[config.mk]
export PLATFORM = sky130hd
export DESIGN_NAME = seq_divider
export DESIGN_NICKNAME = d
export VERILOG_FILES = /design/src/rtl/div_pkg.sv /design/src/rtl/div_step.sv /design/src/rtl/seq_divider.sv
export SDC_FILE = /design/constraint.sdc
export NUM_CORES = 1
export LEC_CHECK = 0
export CORE_MARGIN = 2
export CORE_UTILIZATION = 59
export DETAILED_ROUTE_END_ITERATION = 12
export PLACE_DENSITY = 0.86
export SYNTH_ARGS = -nofsm -noshare
export SYNTH_HDL_FRONTEND = slang
export SYNTH_SLANG_ARGS = --single-unit
[constraint.sdc]
create_clock -name clk -period 6.7 [get_ports clk]
set_input_delay 2.01 -clock clk [delete_from_list [all_inputs] [get_ports clk]]
set_output_delay 2.01 -clock clk [all_outputs]
set_load 0.005 [all_outputs]
[src/rtl/div_pkg.sv]
// div_pkg: shared definitions for the sequential restoring divider.
//   - div_state_t : FSM state encoding (IDLE, CALC, FIX, DONE)
//   - DIV_WIDTH   : default operand/result width
//   - signed_min / all_ones : width-parameterised constants. They return
//     64 bits, so the supported operand widths are 4..64; callers cast the
//     result down to their own width.
package div_pkg;

   localparam int DIV_WIDTH = 32;

   typedef enum logic [1:0] {
      IDLE = 2'd0,
      CALC = 2'd1,
      FIX  = 2'd2,
      DONE = 2'd3
   } div_state_t;

   // 1 followed by w-1 zeros: the most negative two's-complement value.
   function automatic logic [63:0] signed_min(input int w);
      return 64'd1 << (w - 1);
   endfunction

   // w ones. A shift by 64 yields 0, so w=64 still wraps to all ones.
   function automatic logic [63:0] all_ones(input int w);
      return (64'd1 << w) - 64'd1;
   endfunction

endpackage

[src/rtl/div_step.sv]
// div_step: one combinational restoring-division step.
//   rem_in  [WIDTH] partial remainder from the previous step (always < divisor)
//   bit_in  [1]     next dividend bit, shifted in at the bottom
//   divisor [WIDTH] divisor magnitude
//   rem_out [WIDTH] new partial remainder
//   q_bit   [1]     quotient bit produced by this step
// The trial subtraction is built as x + ~y + 1; its carry-out is the
// not-borrow flag, i.e. 1 when the shifted remainder is >= divisor.
module div_step
   import div_pkg::*;
#(
   parameter int WIDTH = DIV_WIDTH
) (
   input  logic [WIDTH-1:0] rem_in,
   input  logic             bit_in,
   input  logic [WIDTH-1:0] divisor,
   output logic [WIDTH-1:0] rem_out,
   output logic             q_bit
);

   // The shifted remainder can reach 2*divisor-1, so it needs one extra bit.
   logic [WIDTH:0] shifted;
   logic [WIDTH:0] diff;
   logic [WIDTH:0] sel;
   logic           carry;
   logic           unused_sel_msb;

   assign shifted = {rem_in, bit_in};
   assign {carry, diff} = {1'b0, shifted} + {1'b0, ~{1'b0, divisor}}
                        + {{(WIDTH + 1){1'b0}}, 1'b1};

   assign q_bit = carry;
   assign sel   = carry ? diff : shifted;
   // Whichever value is kept is below the divisor, so its top bit is zero.
   assign rem_out        = sel[WIDTH-1:0];
   assign unused_sel_msb = sel[WIDTH];

endmodule

[src/rtl/seq_divider.sv]
// seq_divider: multi-cycle restoring integer divider (shift-and-subtract).
// Build option: DIV_SIGNED_EN. When defined, signed_op selects two's-complement
// operands (magnitude conversion, sign correction in FIX, MIN/-1 overflow).
// When undefined, signed_op is ignored, all operands are unsigned, overflow
// stays 0 and FIX is a pass-through cycle, so latency does not change.
// Ports:
//   clk       rising-edge clock
//   rst_n     synchronous active-low reset
//   start     request, sampled only in IDLE or DONE
//   signed_op 1 = signed operands (DIV_SIGNED_EN builds only)
//   a, b      dividend, divisor
//   busy      high in CALC and FIX
//   done      one-cycle pulse, Q/R/flags valid
//   Q, R      quotient, remainder (truncating division)
//   divZero   divisor was zero (Q = all ones, R = a)
//   overflow  signed MIN / -1 (Q = a, R = 0)
// Handshake: a request is taken on any rising edge where start=1 and the FSM
// is in IDLE or DONE (so a start held through the done cycle begins the next
// division with no gap). start during CALC/FIX is dropped, not queued.
// Results are registered on entry to DONE and hold until the next entry.
module seq_divider
   import div_pkg::*;
#(
   parameter int WIDTH = DIV_WIDTH
) (
   input  logic             clk,
   input  logic             rst_n,
   input  logic             start,
   input  logic             signed_op,
   input  logic [WIDTH-1:0] a,
   input  logic [WIDTH-1:0] b,
   output logic             busy,
   output logic             done,
   output logic [WIDTH-1:0] Q,
   output logic [WIDTH-1:0] R,
   output logic             divZero,
   output logic             overflow
);

   localparam int               CW       = $clog2(WIDTH);
   localparam logic [WIDTH-1:0] ONE      = {{(WIDTH - 1){1'b0}}, 1'b1};
   localparam logic [WIDTH-1:0] ONES     = WIDTH'(all_ones(WIDTH));
   localparam logic [CW-1:0]    CNT_ONE  = {{(CW - 1){1'b0}}, 1'b1};
   localparam logic [CW-1:0]    CNT_LAST = CW'(WIDTH - 1);

   div_state_t       state;
   logic [CW-1:0]    cnt;
   logic [WIDTH-1:0] rem;
   logic [WIDTH-1:0] quo;   // dividend bits shift out the top, quotient bits in at the bottom
   logic [WIDTH-1:0] dvs;
   logic             neg_q;
   logic             neg_r;

   logic             a_neg;
   logic             b_neg;
   logic             is_ovf;
   logic [WIDTH-1:0] a_mag;
   logic [WIDTH-1:0] b_mag;
   logic [WIDTH-1:0] step_rem;
   logic             step_q;

`ifdef DIV_SIGNED_EN
   localparam logic [WIDTH-1:0] MIN_VAL = WIDTH'(signed_min(WIDTH));

   assign a_neg  = signed_op & a[WIDTH-1];
   assign b_neg  = signed_op & b[WIDTH-1];
   assign is_ovf = signed_op & (a == MIN_VAL) & (b == ONES);
   // MIN's magnitude 2^(WIDTH-1) still fits the unsigned datapath.
   assign a_mag  = a_neg ? (~a + ONE) : a;
   assign b_mag  = b_neg ? (~b + ONE) : b;
`else
   logic unused_signed_op;

   assign unused_signed_op = signed_op;
   assign a_neg  = 1'b0;
   assign b_neg  = 1'b0;
   assign is_ovf = 1'b0;
   assign a_mag  = a;
   assign b_mag  = b;
`endif

   div_step #(.WIDTH(WIDTH)) u_step (
      .rem_in  (rem),
      .bit_in  (quo[WIDTH-1]),
      .divisor (dvs),
      .rem_out (step_rem),
      .q_bit   (step_q)
   );

   assign busy = (state == CALC) || (state == FIX);
   assign done = (state == DONE);

   always_ff @(posedge clk) begin
      if (!rst_n) begin
         state    <= IDLE;
         cnt      <= '0;
         rem      <= '0;
         quo      <= '0;
         dvs      <= '0;
         neg_q    <= 1'b0;
         neg_r    <= 1'b0;
         Q        <= '0;
         R        <= '0;
         divZero  <= 1'b0;
         overflow <= 1'b0;
      end else begin
         case (state)
            IDLE, DONE: begin
               if (!start) begin
                  state <= IDLE;
               end else if (b == '0) begin
                  Q        <= ONES;
                  R        <= a;
                  divZero  <= 1'b1;
                  overflow <= 1'b0;
                  state    <= DONE;
               end else if (is_ovf) begin
                  Q        <= a;
                  R        <= '0;
                  divZero  <= 1'b0;
                  overflow <= 1'b1;
                  state    <= DONE;
               end else begin
                  quo   <= a_mag;
                  rem   <= '0;
                  dvs   <= b_mag;
                  neg_q <= a_neg ^ b_neg;
                  neg_r <= a_neg;
                  cnt   <= CNT_LAST;
                  state <= CALC;
               end
            end
            CALC: begin
               rem <= step_rem;
               quo <= {quo[WIDTH-2:0], step_q};
               cnt <= cnt - CNT_ONE;
               if (cnt == '0) state <= FIX;
            end
            FIX: begin
               // Remainder follows the dividend's sign (truncating division).
               Q        <= neg_q ? (~quo + ONE) : quo;
               R        <= neg_r ? (~rem + ONE) : rem;
               divZero  <= 1'b0;
               overflow <= 1'b0;
               state    <= DONE;
            end
            default: state <= IDLE;
         endcase
      end
   end

endmodule

==> impl_metrics.py, run 1 <==
metrics = {
    "synthesis": {
        "ys_ff_latch": 168,
        "synthArstFlopShare_pct": 0,
        "synth-edff-count": 0,
        "synthCells": 1030,
        "yosysSeqAreaShare_pct": 38.35,
        "synth.distinct_cells": 67,
        "syn_nets": 1136,
        "synth.cell_area_um2": 8770,
        "yosys_warnings": 0,
        "synthFlopType": "dfxtp_1",
        "syn_area_per_cell_um2": 8.514,
    },
    "worst_setup_path": {
        "r2r_end": "rem[24]",
        "crit_type": "primary input to flop",
        "end_kind": "flop",
        "rr_worst_depth": 11,
        "cp-start-kind": "primary input",
        "reg2reg_slack_ps": 3680,
        "reg2reg_from": "quo[31]",
        "crit_fanout": 23,
        "cp.required_ps": 7030,
        "arrival_ps": 5090,
    },
    "finish": {
        "drive_gt1_share_pct": 5.049,
        "utilization_pct": 73.43,
        "antenna-diode-count": 0,
        "synthToLayoutAreaGrowth_pct": 21.70,
        "nNetsFinal": 1224,
        "fillCellCount": 1090,
    },
    "sta": {
        "rsz0062_at_grt": "no",
        "tightest_slew_ps": 1082,
        "slew_headroom_pct": 27.84,
        "setup_viol": 0,
        "fin_worst_skew_ps": 9.259,
        "finalCritPeriodShare_pct": 70.98,
        "setup_tns_ps": 0,
        "final-max-slew-violation-count": 0,
        "fin_crit_ps": 4756,
        "hold_violations": 0,
        "max_freq_ghz": 0.2103,
    },
    "cts": {
        "clk_latency_ps": 440,
        "cts_buffers": 17,
        "cts_tree": "yes",
        "cts_buffer_depth": 2,
        "clk_pin_slew_worst_paths_ps": 60,
        "cts.sinks": 168,
        "post_cts_buffers": 0,
        "htreeDepth": 4,
        "cts_root_buffer": "clkbuf_16",
        "post_cts_resize_count": 0,
        "holdBufCountCts": 0,
    },
    "global_routing": {
        "grt_pass1_vias": 7345,
        "grt_max_degree": 105,
        "grt-ovfl-total": 0,
        "grt_first_pass_wirelength_um": 36780,
        "track_usage_pct": 28.14,
        "grt_antenna_before_repair": 0,
    },
    "routing": {
        "wl_met3_um": 1309,
        "post_drt_wl_per_cell_um": 17.07,
        "drc": 0,
        "drt_iter0_markers": 773,
        "wirelength_um": 22410,
        "via_count": 7971,
        "first_pass_iters": 5,
        "ant_nets": 0,
        "met2_wirelength_um": 10300,
        "met1Wirelength_um": 10280,
        "vias_per_cell": 6.071,
        "highest_layer": "met4",
    },
    "power_and_ir_drop": {
        "p_leak_nw": 4.016,
        "powerDensity_nw_per_um2": 402.4,
        "vdd_ir_drop_max_mv": 0.2615,
    },
    "die": {
        "die-area_um2": 15850,
        "ioPinCount": 136,
        "start_util_pct": 60.34,
        "die_w_um": 125.9,
        "core-area_um2": 14530,
        "die_y_um": 125.9,
        "num_rows": 44,
    },
    "hold_path": {
        "hold_depth": 2,
        "holdPathEnd": "quo[8]",
        "min_from": "quo[7]",
        "hp-class": "flop to flop",
    },
    "run_status": {
        "status": "finished, final reports clean",
    },
    "placed_design": {
        "hpwl_um": 15600,
        "io_buffers": 133,
        "gp_congestion": 0.8765,
    },
    "job": {
        "maxCapViolCount": 0,
    },
}
## placed cells by master (no fill, tap or decap), drive strengths merged, types with 6 or more instances in the layout
| cell type | instances |
|---|---|
| dfxtp | 168 |
| nor2 | 150 |
| clkdlybuf4s50 | 133 |
| mux2i | 85 |
| inv | 81 |
| o21ai | 74 |
| a311oi | 63 |
| nand2 | 48 |
| a211oi | 41 |
| a21oi | 39 |
| ha | 37 |
| clkbuf | 23 |
| nand3 | 14 |
| xnor2 | 13 |
| xor2 | 13 |
| buf | 11 |
| nor3 | 11 |
| a31oi | 9 |
| a21o | 9 |
| o21a | 8 |
| nor4 | 8 |
| a32oi | 7 |
| and3 | 7 |
| and2 | 6 |
| nand2b | 6 |
## registers in the layout, summed over array words and instances (netlist names)
signal and flops:
R 32, dvs 32, rem 32, Q 32, quo 32, state 2
cnt 5, divZero 1
## worst max-delay path by stage
| stage | from | endpoint | slack (ps) | cells past startpoint |
|---|---|---|---|---|
| 2_1_floorplan | b[16] | rem[31] | 3000 | 10 |
| 3_3_place_gp | b[7] | rem[9] | 1640 | 10 |
| 3_5_place_dp | b[7] | rem[9] | 1610 | 10 |
| 4_1_cts | b[7] | rem[9] | 1990 | 10 |
| 5_1_grt | b[7] | rem[9] | 1800 | 10 |
| 6_report | b[7] | rem[9] | 1940 | 10 |
## cell type report
class / instances / area (um2) / share of cell area, %
Clock buffer: 23 / 488.0 / 4.572
Clock inverter: 7 / 93.84 / 0.8793
Inverter: 81 / 304.0 / 2.849
Multi-Input combinational cell: 706 / 4780 / 44.78
Sequential cell: 168 / 3363 / 31.51
Tap cell: 184 / 230.2 / 2.157
Timing Repair Buffer: 144 / 1414 / 13.25
## where the power goes
part	leakage (nW)	internal, mW	total (mW)	switching (mW)
Clock	0.281	0.583	0.982	0.398
Sequential	1.37	1.24	1.38	0.135
Combinational	2.36	0.811	1.94	1.13
## worst max-delay path, cell delays in order
cell and delay, ps:
clkdlybuf4s50_1 430, nor4_1 410, nand4_1 350, o21ai_2 350, or2_2 200, o21ai_4 60, nor2_2 740, buf_4 320
a32oi_1 90, o31ai_1 110
## Yosys cell counts (5+ instances only)
library cell,count,area share (%)
dfxtp_1,168,38
nor2_1,149,6.4
mux2i_1,85,9.7
inv_1,80,3.4
a311oi_1,63,6.3
o21ai_0,51,2.9
clkbuf_1,48,2.1
nand2_1,47,2.0
a211oi_1,40,3.4
a21oi_1,37,2.1
ha_1,37,5.3
buf_2,19,1.1
o21ai_1,19,1.1
nand3_1,14,0.80
xnor2_1,13,1.3
xor2_1,13,1.3
nor3_1,10,0.57
a21o_1,9,0.77
a31oi_1,9,0.64
nor4_1,8,0.57
o21a_1,8,0.68
a32oi_1,7,0.70
and3_1,7,0.50
and2_1,6,0.43
nand2b_1,6,0.43
nand4_1,5,0.36
o211ai_1,5,0.43
## cells by family (layout without fill, tap and decap cells)
| logic type | Yosys count | in the layout | synth area share [%] |
|---|---|---|---|
| compound gates | 287 | 287 | 23.00 |
| xor+xnor | 26 | 26 | 2.597 |
| fa+ha+maj | 38 | 38 | 5.507 |
| buf+inv | 156 | 255 | 7.348 |
| flops | 168 | 168 | 38.35 |
| mux | 86 | 86 | 9.830 |
| other cells | 1 | 1 | 0.04276 |
| simple gates | 268 | 268 | 13.33 |
## through the flow
step | cell area (um2) | std cells | total power, mW | setup WS [ps] | hold slack (ps)
after floorplan | 8770 | 1030 | 2.779 | 2999 | 454.0
after global placement | 10090 | 1283 | 3.226 | 1643 | 474.9
after detailed placement | 10090 | 1283 | 3.284 | 1606 | 484.2
after CTS | 10670 | 1313 | 4.274 | 1988 | 490.5
after global routing | 10670 | 1313 | 4.565 | 1798 | 503.4
final | 10670 | 1313 | 4.295 | 1944 | 490.2
## per-layer routing
metal / global-route usage [%] / up-vias
li1: - / 3873
met1: 38.91 / 3757
met2: 45.38 / 302
met3: 4.078 / 39
met4: 9.438 / 0
met5: 0 / -
Note: power is estimated with default switching activity, not from simulation.
==> run 2: changes to the inputs <==
Settings changed: CORE_UTILIZATION 59 to 55, PLACE_DENSITY 0.86 to 0.81.
Clock period 6.7 ns to 4.7 ns, I/O delays scaled along.
==> impl_metrics.py, run 2 (synthesis results as in run 1) <==
metrics = {
    "run_status": {
        "status": "finished, final reports clean",
    },
    "sta": {
        "fin_worst_skew_ps": 8.132,
        "final-max-slew-violation-count": 0,
        "max_freq_ghz": 0.2702,
        "tightest_slew_ps": 883.7,
        "rsz0062_at_grt": "no",
        "finalCritPeriodShare_pct": 78.74,
        "setup_tns_ps": 0,
        "hold_violations": 0,
        "setup_viol": 0,
        "slew_headroom_pct": 41.09,
        "fin_crit_ps": 3701,
        "setup_ws_ps": 999.1,
    },
    "finish": {
        "final_common_cell": "dfxtp_1",
        "drive_gt1_share_pct": 5.722,
        "utilization_pct": 69.15,
        "nNetsFinal": 1230,
        "antenna-diode-count": 0,
        "final_cell_mix": "168 x dfxtp_1, 149 x nor2_1, 133 x clkdlybuf4s50_1",
        "seqCellArea_um2": 3363,
        "synthToLayoutAreaGrowth_pct": 23.90,
        "multi_input_area_um2": 4780,
        "final_cells": 1352,
        "fillCellCount": 1309,
    },
    "cts": {
        "cts_buffers": 17,
        "clk_pin_slew_worst_paths_ps": 60,
        "post_cts_buffers": 0,
        "clk_latency_ps": 430,
        "cts_buffer_depth": 2,
        "htreeDepth": 4,
        "cts_tree": "yes",
        "holdBufCountCts": 0,
        "cts_root_buffer": "clkbuf_16",
        "cts.sinks": 168,
        "post_cts_resize_count": 0,
    },
    "worst_setup_path": {
        "critPathTopFamily": "buffers and inverters",
        "path_buf_inv": 2,
        "end_kind": "flop",
        "max_stage_delay_ps": 570,
        "worstPathCellList": "clkdlybuf4s50_1 > nor4_1 > nand4_1 > o21ai_2 > or2_2 > o21ai_4 > buf_4 > nor2_1 > a311oi_1",
        "slowest_stage": "clkdlybuf4s50_1",
        "cp.required_ps": 5020,
        "cp-start-kind": "primary input",
        "crit_fanout": 49,
        "arrival_ps": 4020,
        "crit_type": "primary input to flop",
    },
    "global_routing": {
        "met3_usage_pct": 4.141,
        "grt_pass1_vias": 7146,
        "grt_max_degree": 89,
        "grt_use_met2_pct": 42.38,
        "global_route.peak_usage_layer": "met2",
        "met1_usage_pct": 37.10,
        "grt_first_pass_wirelength_um": 35870,
        "grt_antenna_before_repair": 0,
        "grt-ovfl-total": 0,
        "track_usage_pct": 26.58,
    },
    "die": {
        "start_util_pct": 55.81,
        "die_w_um": 130.3,
        "die_y_um": 130.3,
        "core-area_um2": 15710,
        "ioPinCount": 136,
        "die-area_um2": 16970,
        "num_rows": 46,
    },
    "power_and_ir_drop": {
        "p_seq_share_pct": 31.2,
        "p_int_mw": 3.925,
        "p_leak_nw": 4.083,
        "p_sw_mw": 2.379,
        "sw_frac_of_total_pct": 37.73,
        "vdd_ir_drop_max_mv": 0.4489,
        "pwr-share-clk_pct": 24.5,
        "powerDensity_nw_per_um2": 580.2,
        "pwr-share-comb_pct": 44.3,
    },
    "routing": {
        "post_drt_wl_per_cell_um": 16.62,
        "vias_per_cell": 5.936,
        "drc": 0,
        "via_count": 8026,
        "wirelength_um": 22470,
        "drt_iter0_markers": 701,
        "ant_nets": 0,
        "first_pass_iters": 5,
    },
    "hold_path": {
        "hp-class": "flop to flop",
    },
    "placed_design": {
        "dp.cells": 1321,
        "gp_congestion": 0.9085,
        "io_buffers": 133,
        "pre_cts_slack_ps": 585.2,
        "hpwl_um": 15930,
    },
    "job": {
        "maxCapViolCount": 0,
    },
}
==> run 2: cell types whose count changed in the layout (fill, tap and decap cells not counted), sizes merged <==
| cell | before | now |
|---|---|---|
| buf | 11 | 17 |
| bufinv | 2 | 5 |
| clkbuf | 23 | 20 |
| clkinv | 3 | 2 |
| clkinvlp | 2 | 3 |
| inv | 81 | 82 |
==> run 2: routing by layer <==
layer	up-vias	wire (um)
met4	0	414
li1	3891	-
met2	308	10300
met5	-	0
met3	37	1399
met1	3790	10350
==> run 2: final cells by class <==
type / instances / share of cell area [%]
multi-input cells: 706 / 43.99
flip-flops and latches: 168 / 30.95
repair buffers: 150 / 13.77
clock buffers: 20 / 4.203
inverters: 81 / 2.798
well taps: 216 / 2.487
clock inverters: 11 / 1.796
==> run 2: tightest hold or removal path, delay by kind of cell (launching register included) <==
kind | cells | cell delay, ps
flops | 1 | 330
compound gates | 1 | 60
buf+inv | 1 | 50
==> run 2: path summary, 6_finish.rpt <==
| check | cells past startpoint | slack [ps] | startpoint | endpoint |
|---|---|---|---|---|
| max | 9 | 1000 | b[2] | quo[11] |
| min reg2reg | 2 | 490 | quo[23] | Q[23] |
| max reg2reg | 11 | 1750 | quo[31] | rem[24] |
| min | 2 | 490 | quo[23] | Q[23] |
==> run 2: power by group through the flow <==
stage / Clock, mW / Combinational, mW / Sequential, mW
after floorplan: 0 / 2.01 / 1.95
after global placement: 0 / 2.67 / 1.97
after detailed placement: 0 / 2.73 / 1.99
after CTS: 1.55 / 2.77 / 1.96
after global routing: 1.61 / 3.07 / 2.00
final: 1.54 / 2.79 / 1.97
==> run 2: metrics by stage <==
step                total power, mW  area, um2  hold slack [ps]
finish                        6.304      10870            492.3
global placement              4.646      10210            475.0
CTS                           6.289      10870            488.9
global route                  6.680      10870            513.8
detailed placement            4.725      10210            483.8
floorplan                     3.962       8770            454.0
